[config.mk]
export PLATFORM = sky130hd
export DESIGN_NAME = bitseq_looper_v3
export DESIGN_NICKNAME = d
export VERILOG_FILES = /design/src/rtl/bitseq_looper_v3.sv
export SDC_FILE = /design/constraint.sdc
export NUM_CORES = 1
export LEC_CHECK = 0
export CORE_ASPECT_RATIO = 1.75
export CORE_MARGIN = 3
export CORE_UTILIZATION = 47
export CTS_CLUSTER_DIAMETER = 200
export CTS_CLUSTER_SIZE = 28
export DETAILED_ROUTE_END_ITERATION = 10
export PLACE_DENSITY_LB_ADDON = 0.15
export SYNTH_ARGS = -nofsm -noshare
export SYNTH_HDL_FRONTEND = slang
export SYNTH_SLANG_ARGS = --single-unit
[constraint.sdc]
create_clock -name clk -period 10.4 [get_ports clk]
set_clock_uncertainty 0.1 [all_clocks]
set_input_delay 2.08 -clock clk [delete_from_list [all_inputs] [get_ports clk]]
set_output_delay 2.08 -clock clk [all_outputs]
set_load 0.05 [all_outputs]
[src/rtl/bitseq_looper_v3.sv]
`default_nettype none
`timescale 1ns/1ps
// ============================================================================
// Module   : bitseq_looper_v3
// Brief    : Multi-channel word-sequence looper. Each channel plays a private
//            pattern RAM at its own rate after a phase delay, independently
//            or via arm/group-start. Feature macro: BITSEQ_LOOP_COUNT_EN
//            (finite loop counts and done pulse; runs are infinite without it).
// Revision : 1.0 - initial release
// ============================================================================
module bitseq_looper_v3 #(
    parameter int NCH  = 4,
    parameter int AW   = 4,
    parameter int DW   = 1,
    parameter int DIVW = 32,
    parameter int LW   = 8,
    localparam int CW  = (NCH > 1) ? $clog2(NCH) : 1
) (
    input  logic                  clk,
    input  logic                  rst,
    input  logic [NCH-1:0]        start_ch_bus,
    input  logic [NCH-1:0]        stop_ch_bus,
    input  logic                  sync_enable,
    input  logic [NCH-1:0]        arm_mask_in,
    input  logic                  arm_load,
    input  logic                  group_start,
    input  logic [NCH*(AW+1)-1:0] len_bus,
    input  logic [NCH*DIVW-1:0]   rate_div_bus,
    input  logic [NCH*DIVW-1:0]   phase_off_bus,
    input  logic [NCH*LW-1:0]     loop_bus,
    input  logic [NCH*DW-1:0]     idle_bus,
    input  logic                  wr_en,
    input  logic [CW-1:0]         wr_ch,
    input  logic [AW-1:0]         wr_addr,
    input  logic [DW-1:0]         wr_data,
    output logic [NCH*DW-1:0]     io_out,
    output logic [NCH-1:0]        playing,
    output logic [NCH-1:0]        armed,
    output logic [NCH-1:0]        done
);

    localparam int LENW  = AW + 1;
    localparam int DEPTH = 1 << AW;

    localparam logic [1:0] S_IDLE  = 2'd0;
    localparam logic [1:0] S_PHASE = 2'd1;
    localparam logic [1:0] S_RUN   = 2'd2;

    logic [NCH-1:0] r_armed;
    logic [NCH-1:0] w_arm_base;
    logic [NCH-1:0] w_start;

    // A same-cycle arm_load feeds group_start directly with the new mask.
    assign w_arm_base = arm_load ? (arm_mask_in & ~playing) : r_armed;

    always_ff @(posedge clk or posedge rst) begin
        if (rst) begin
            r_armed <= '0;
        end else begin
            r_armed <= w_arm_base & ~w_start & ~stop_ch_bus;
        end
    end

    assign armed = r_armed;

`ifndef BITSEQ_LOOP_COUNT_EN
    logic w_unused_loop;
    assign w_unused_loop = ^loop_bus;
    assign done          = '0;
`endif

    for (genvar k = 0; k < NCH; k++) begin : g_ch
        logic [DW-1:0]   r_mem [DEPTH];
        logic [1:0]      r_state, w_state_nx;
        logic [LENW-1:0] w_len_raw, w_len_in, r_len, w_len_nx;
        logic [DIVW-1:0] w_phase_in, r_rate, w_rate_nx, r_cnt, w_cnt_nx;
        logic [AW-1:0]   r_addr, w_addr_nx;
        logic [DW-1:0]   r_out, w_out_nx;
        logic            w_req;
`ifdef BITSEQ_LOOP_COUNT_EN
        logic [LW-1:0]   r_loops, w_loops_nx, r_lcnt, w_lcnt_nx;
        logic            r_done, w_done_nx;
`endif

        assign w_len_raw  = len_bus[k*LENW +: LENW];
        assign w_len_in   = (w_len_raw > LENW'(DEPTH)) ? LENW'(DEPTH) : w_len_raw;
        assign w_phase_in = phase_off_bus[k*DIVW +: DIVW];
        assign w_req      = sync_enable ? (group_start & w_arm_base[k]) : start_ch_bus[k];
        assign w_start[k] = w_req & ~stop_ch_bus[k] & (w_len_in != '0);

        // r_cnt counts phase clocks down in PHASE and word clocks up in RUN.
        always_comb begin
            w_state_nx = r_state;
            w_len_nx   = r_len;
            w_rate_nx  = r_rate;
            w_cnt_nx   = r_cnt;
            w_addr_nx  = r_addr;
`ifdef BITSEQ_LOOP_COUNT_EN
            w_loops_nx = r_loops;
            w_lcnt_nx  = r_lcnt;
            w_done_nx  = 1'b0;
`endif
            if (stop_ch_bus[k]) begin
                w_state_nx = S_IDLE;
            end else if (w_start[k]) begin
                w_len_nx   = w_len_in;
                w_rate_nx  = rate_div_bus[k*DIVW +: DIVW];
                w_cnt_nx   = w_phase_in;
                w_addr_nx  = '0;
                w_state_nx = (w_phase_in == '0) ? S_RUN : S_PHASE;
`ifdef BITSEQ_LOOP_COUNT_EN
                w_loops_nx = loop_bus[k*LW +: LW];
                w_lcnt_nx  = '0;
`endif
            end else begin
                case (r_state)
                    S_PHASE: begin
                        if (r_cnt == DIVW'(1)) begin
                            w_state_nx = S_RUN;
                            w_cnt_nx   = '0;
                            w_addr_nx  = '0;
                        end else begin
                            w_cnt_nx = r_cnt - DIVW'(1);
                        end
                    end
                    S_RUN: begin
                        if (r_cnt == r_rate) begin
                            w_cnt_nx = '0;
                            if ((LENW'(r_addr) + LENW'(1)) == r_len) begin
                                w_addr_nx = '0;
`ifdef BITSEQ_LOOP_COUNT_EN
                                w_lcnt_nx = r_lcnt + LW'(1);
                                if ((r_loops != '0) && (w_lcnt_nx == r_loops)) begin
                                    w_state_nx = S_IDLE;
                                    w_done_nx  = 1'b1;
                                end
`endif
                            end else begin
                                w_addr_nx = r_addr + AW'(1);
                            end
                        end else begin
                            w_cnt_nx = r_cnt + DIVW'(1);
                        end
                    end
                    S_IDLE:  ;
                    default: w_state_nx = S_IDLE;
                endcase
            end
            w_out_nx = (w_state_nx == S_RUN) ? r_mem[w_addr_nx] : idle_bus[k*DW +: DW];
        end

        always_ff @(posedge clk or posedge rst) begin
            if (rst) begin
                r_state <= S_IDLE;
                r_len   <= '0;
                r_rate  <= '0;
                r_cnt   <= '0;
                r_addr  <= '0;
                r_out   <= '0;
`ifdef BITSEQ_LOOP_COUNT_EN
                r_loops <= '0;
                r_lcnt  <= '0;
                r_done  <= 1'b0;
`endif
            end else begin
                r_state <= w_state_nx;
                r_len   <= w_len_nx;
                r_rate  <= w_rate_nx;
                r_cnt   <= w_cnt_nx;
                r_addr  <= w_addr_nx;
                r_out   <= w_out_nx;
`ifdef BITSEQ_LOOP_COUNT_EN
                r_loops <= w_loops_nx;
                r_lcnt  <= w_lcnt_nx;
                r_done  <= w_done_nx;
`endif
            end
        end

        // Pattern RAM is not reset; writes are accepted only while the channel is idle.
        always_ff @(posedge clk) begin
            if (wr_en && (wr_ch == CW'(k)) && (r_state == S_IDLE)) begin
                r_mem[wr_addr] <= wr_data;
            end
        end

        assign io_out[k*DW +: DW] = r_out;
        assign playing[k]         = (r_state != S_IDLE);
`ifdef BITSEQ_LOOP_COUNT_EN
        assign done[k]            = r_done;
`endif
    end

endmodule
`default_nettype wire

[After elaboration in Yosys (flattened, before gate mapping)]
Memory sizes are Yosys's and may differ from the RTL's.
Cells that the tools add are included.
Operators by class
  eq/ne operators: 27
  order comparisons: 4
  reductions and logical operators: 41
  mux-type cells: 81
  bitwise logic cells: 22
  add/subtract/negate cells: 16
Operator list (number)
  two-way mux 32 bit: 12
  one-hot mux 32 bit (2 select lines): 4
  adder 32 x 1 -> 32 bit, second input constant: 4
  equality test 32 x 1 -> 1 bit, second input constant: 4
  equality test 32 bit: 4
  zero test 32 bit: 4
  subtractor 32 x 1 -> 32 bit, second input constant: 4
  two-way mux 4 bit: 21
  two-way mux 2 bit: 16
  one-hot mux 4 bit (2 select lines): 4
  adder 4 x 1 -> 5 bit, second input constant: 4
  equality test 2 bit, second input constant: 10
  equality test 5 bit: 4
  greater-than comparator 5 bit, second input constant: 4
  two-way mux 5 bit: 4
  nonzero test 5 bit: 4
  adder 4 x 1 -> 4 bit, second input constant: 4
  two-way mux 1 bit: 16
  one-hot mux 2 bit (2 select lines): 4
  AND reduction 2 bit: 8
  bitwise AND 1 bit: 12
  bitwise AND 4 bit: 3
  NOT 4 bit: 3
  nonzero test 3 bit: 4
  other kinds (6): 30
Word-level totals
  RAM bits: 64
  bits in registers: 308
  memories kept: 4
  output and inout port bits: 16
Memories
  g_ch[0].r_mem: words 16, bits a word 1, rd ports 1, clocked after Yosys merged registers in 0, wr ports 1, RTL line 73  | logic [DW-1:0] r_mem [DEPTH];
  g_ch[1].r_mem: words 16, bits a word 1, rd ports 1, clocked after Yosys merged registers in 0, wr ports 1, RTL line 73
  g_ch[2].r_mem: words 16, bits a word 1, rd ports 1, clocked after Yosys merged registers in 0, wr ports 1, RTL line 73
  g_ch[3].r_mem: words 16, bits a word 1, rd ports 1, clocked after Yosys merged registers in 0, wr ports 1, RTL line 73

[Longest topological paths before layout]
  depth in word-level cells: 12
  gate-level depth with buffers: 15
  mapped depth without buffers: 13

[Worst setup path after synthesis]
Ideal clock, no wire load.
  path kind: input-to-reg
  start: input len_bus[0]
  end: register g_ch[0].r_out
  path buffers: 0
  setup slack: 5.666 ns
  cell stages on the path: 9
  required time: 10.171 ns
  arrival time: 4.505 ns
  cell sequence: or4_1 -> o22a_1 -> or4_1 -> nor3_1 -> a31oi_4 -> mux2_2 -> o311a_1 -> o211ai_1 -> nand3_1
On the way
  longest elaborated chain between the ends: 8
RTL lines
  start, declared: RTL line 27  | input logic [NCH*(AW+1)-1:0] len_bus,
  greater-than comparator 5 bit: RTL line 86  | assign w_len_in = (w_len_raw > LENW'(DEPTH)) ? LENW'(DEPTH) : w_len_raw;
  two-way mux 5 bit (*): RTL line 86
  nonzero test 5 bit (*): RTL line 89  | assign w_start[k] = w_req & ~stop_ch_bus[k] & (w_len_in != '0);
  bitwise AND 1 bit (*): RTL line 89
  two-way mux 4 bit / two-way mux 2 bit (equally long branches): RTL line 105  | end else if (w_start[k]) begin
  two-way mux 4 bit / two-way mux 2 bit (equally long branches): RTL line 103  | if (stop_ch_bus[k]) begin
  memory read (16 x 1 bit) / equality test 2 bit (equally long branches)
  two-way mux 1 bit (*): RTL line 149  | w_out_nx = (w_state_nx == S_RUN) ? r_mem[w_addr_nx] : idle_bus[k*DW +: DW];
  named net g_ch[0].w_out_nx: RTL line 78  | logic [DW-1:0] r_out, w_out_nx;
  end signal, assigned: RTL line 171  | r_out <= w_out_nx;
  end, declared: RTL line 78
The timed path passes the listed nets; every way through them passes the cells marked *.
A chain may end at the register's enable or synchronous reset.

[Worst setup path in the final report]
  start: input sync_enable
  end: register g_ch[1].r_out
On the way
  longest elaborated chain between the ends: 7
RTL lines
  start, declared: RTL line 23  | input logic sync_enable,
  two-way mux 1 bit (*): RTL line 88  | assign w_req = sync_enable ? (group_start & w_arm_base[k]) : start_ch_bus[k];
  bitwise AND 1 bit (*) (2 in a row): RTL line 89
  two-way mux 4 bit / two-way mux 2 bit (equally long branches): RTL line 105
  two-way mux 4 bit / two-way mux 2 bit (equally long branches): RTL line 103
  memory read (16 x 1 bit) / equality test 2 bit (equally long branches)
  two-way mux 1 bit (*): RTL line 149
  named net g_ch[1].w_out_nx: RTL line 78
  end signal, assigned: RTL line 171
  end, declared: RTL line 78
Marks and branches as above.

==> results.md <==
* Outcome: finished, final reports clean
* GP Congestion at 0.922
* Hold depth at 2
* Final wirelength at 79.8 mm
* #FFs+latches synth at 372
* Highest-delay cell along the critical path: clkdlybuf4s50_1
* Total GRT Usage at 0.280
* Largest net degree at the start of global routing at 148
* DR DRC count at 0
* Mapped cell area at 24700 um^2
* Die area at 55400 um^2
* Async SR Flop Fraction at 0.828
* Post-CTS Setup Bufs at 0
* Gr ovfl total at 0
* CP startpoint kind: input pin
* Leak at 11.4 nW
* Setup CP Type: input pin to flip-flop
* I/O pins at approximately 350
* Buf/Inv on CP at 2
* RSZ-0062 raised after global routing: no
* Number of port buffers at 316
* Area Overhead vs Synth at 15.2%
* Die width at 179 um
* Pwr dens at 177 nW/um^2
* Post-route cell area at approximately 28000 um^2
* Worst-Margin Slew at 1.18 ns
* Critical path depth in cells at 12
* Setup TNS at 0 ns
* Antenna-violating nets left at 0
* Final hold slack at 0.401 ns
* CTS tree: done
* Sink Count at 372
* Final min period at just under 6 ns
* First-pass GRT wire length at 125 mm
* Mapped Avg Cell Area at 8.07 um^2
* Core Area at 51600 um^2
* Max cap viols at 0
* Layout Utilization at 0.551
* Most used cell, CP: o22ai_1
* Clock tree buffer depth at 3
* First drt pass iteration count at 6
* Hold Crit Class: flip-flop to flip-flop
* Slew headroom at 0.194
* Clk slew on worst S/H paths at approximately 0.12 ns
* Worst skew pair latency at 0.56 ns
* Achievable frequency at about 0.17 GHz
* Ys Warns at 0
* Area after DPL at 27900 um^2
* Yosys cell types at 86
* Post-synth EDFFs at 64
* Std cell rows at 110
* Worst setup EP type: flip-flop
* Worst Path Required at 10.76 ns
* Die H at about 310 um
* PostCTS Resize Cnt at 0
* CTS hold repair buffers at 0
* Number of global-route vias before repair at 23100
* Most common flop cell mapped by yosys: dfrtp_1
* Initial drt markers at 1984
* Initial antenna violation count at 7
* Most common cell after layout, fill and taps aside: nand2_1
* H-Tree Depth at 1
* CP max stage delay at 0.85 ns
* Worst ir drop on vdd at 0.131 mV
* TritonCTS Buffers at 17
* Hold Vio Cnt, Final at 0
* Worst path arrival time at ~6.3 ns
* Seq/Total Area, Yosys at 0.390
* Most frequent cells in the layout: nand2_1 (664), clkdlybuf4s50_1 (316), dfrtp_1 (308)
* Crit path cell chain: clkdlybuf4s50_1, nand2_1, a21o_1, a21oi_1, o21ai_4, buf_4, o211ai_1, o21a_1, mux2_2, o22ai_1, o22ai_1, a211o_1
* Nets at 3528
* Clk root buf: clkbuf_16
* Synthesized netlist cell count at 3054
* DR WL/cell at 20.8 um
* Fin crit share at 0.570
* DP HPWL at approximately 58 mm
* Final Max Slew Viols at 0
* Setup violators final at 0
* Initial core utilization at 0.478
* Crit path max-delay family: compound AO/OA/AOI/OAI gates
* Via density at 6.14
* Vias at 23600
* Crit-path max FO at 73
* Fraction of layout cells with a size suffix above 1 at 0.0373
* FF-to-FF path depth at 11
layout make-up:
cell class              instances  area, um^2
well taps                     672         841
multi-input cells            2373       13900
clock buffers                  22         444
clock inverters                 1        20.0
fillers                      4868       23200
inverters                      51         195
diodes                          4        10.0
flip-flops and latches        372        9630
repair buffers                344        3390
path summary, 6_finish.rpt:
kind | start | endpoint | slack [ns]
max | sync_enable | g_ch[1].r_out | 4.47
min | g_ch[3].r_len[0] | g_ch[3].r_len[0] | 0.40
max reg2reg | g_ch[3].r_cnt[26] | g_ch[3].r_out | 6.14
min reg2reg | g_ch[3].r_len[0] | g_ch[3].r_len[0] | 0.40
max in group asynchronous | rst | g_ch[0].r_rate[15] | 6.83
min in group asynchronous | rst | g_ch[2].r_rate[11] | 1.97
per-stage QoR:
step                      worst slack [ns]  cells  power [mW]
after floorplan                       4.12   3057        3.65
after global placement                3.83   3812        4.15
after detailed placement              3.79   3812        4.21
after CTS                             4.40   3835        5.03
after global routing                  4.24   3836        5.35
final                                 4.47   3839        5.02
registers in the layout (all words and copies together), names as in the netlist:
signal        cells
armed             4
g_ch.r_addr      16
g_ch.r_cnt      128
g_ch.r_len       20
g_ch.r_mem       64
g_ch.r_out        4
g_ch.r_rate     128
g_ch.r_state      8
cell families (layout without fill, tap and decap cells):
| group | after synthesis | after routing | share of synthesized area |
|---|---|---|---|
| AO/OA/AOI/OAI | 646 | 646 | 0.180 |
| AND/OR/NAND/NOR | 1454 | 1454 | 0.274 |
| adder cells (fa/ha/maj) | 32 | 32 | 0.0162 |
| XOR/XNOR | 188 | 188 | 0.0668 |
| buffers and inverters | 312 | 418 | 0.0505 |
| flip-flops | 372 | 372 | 0.390 |
| other | 1 | 8 | 0.000152 |
| multiplexers | 49 | 49 | 0.0222 |
per-layer routing:
metal  track usage  routed length [um]  vias to the layer above  share of wire
met5             0                  68                        -        0.00085
met4         0.130                4080                        8          0.051
met3        0.0295                4610                      218          0.058
met2         0.516               41700                      939           0.52
met1         0.322               29300                    11300           0.37
li1              -                   -                    11100              -
cell usage after synthesis (all sizes together) (27+ instances only):
cell,n,area [um^2]
nand2,664,2490
a31oi,48,330
nor2,272,1020
inv,51,191
mux2i,34,340
a21oi,102,510
dfrtp,308,7710
or3,27,194
nor4,98,657
ha,32,400
xnor2,61,534
nand4,52,325
buf,61,304
o211ai,39,293
clkbuf,200,751
xor2,127,1110
o221ai,53,470
edfxtp,64,1920
o22ai,30,188
nand3,111,561
a211oi,59,460
o21ai,154,778
and3,31,194
nor3,69,362
where the power goes:
part           internal, mW  total (mW)  switching (mW)
clock                 0.310       0.804           0.493
combinational         0.783        1.64           0.854
sequential             1.80        2.58           0.777
tightest hold or removal path: stages (launching register included):
cell and delay [ns]:
dfrtp_1 0.38, nand2_1 0.05, nand2_1 0.05
Note: power is estimated with default switching activity, not from simulation.
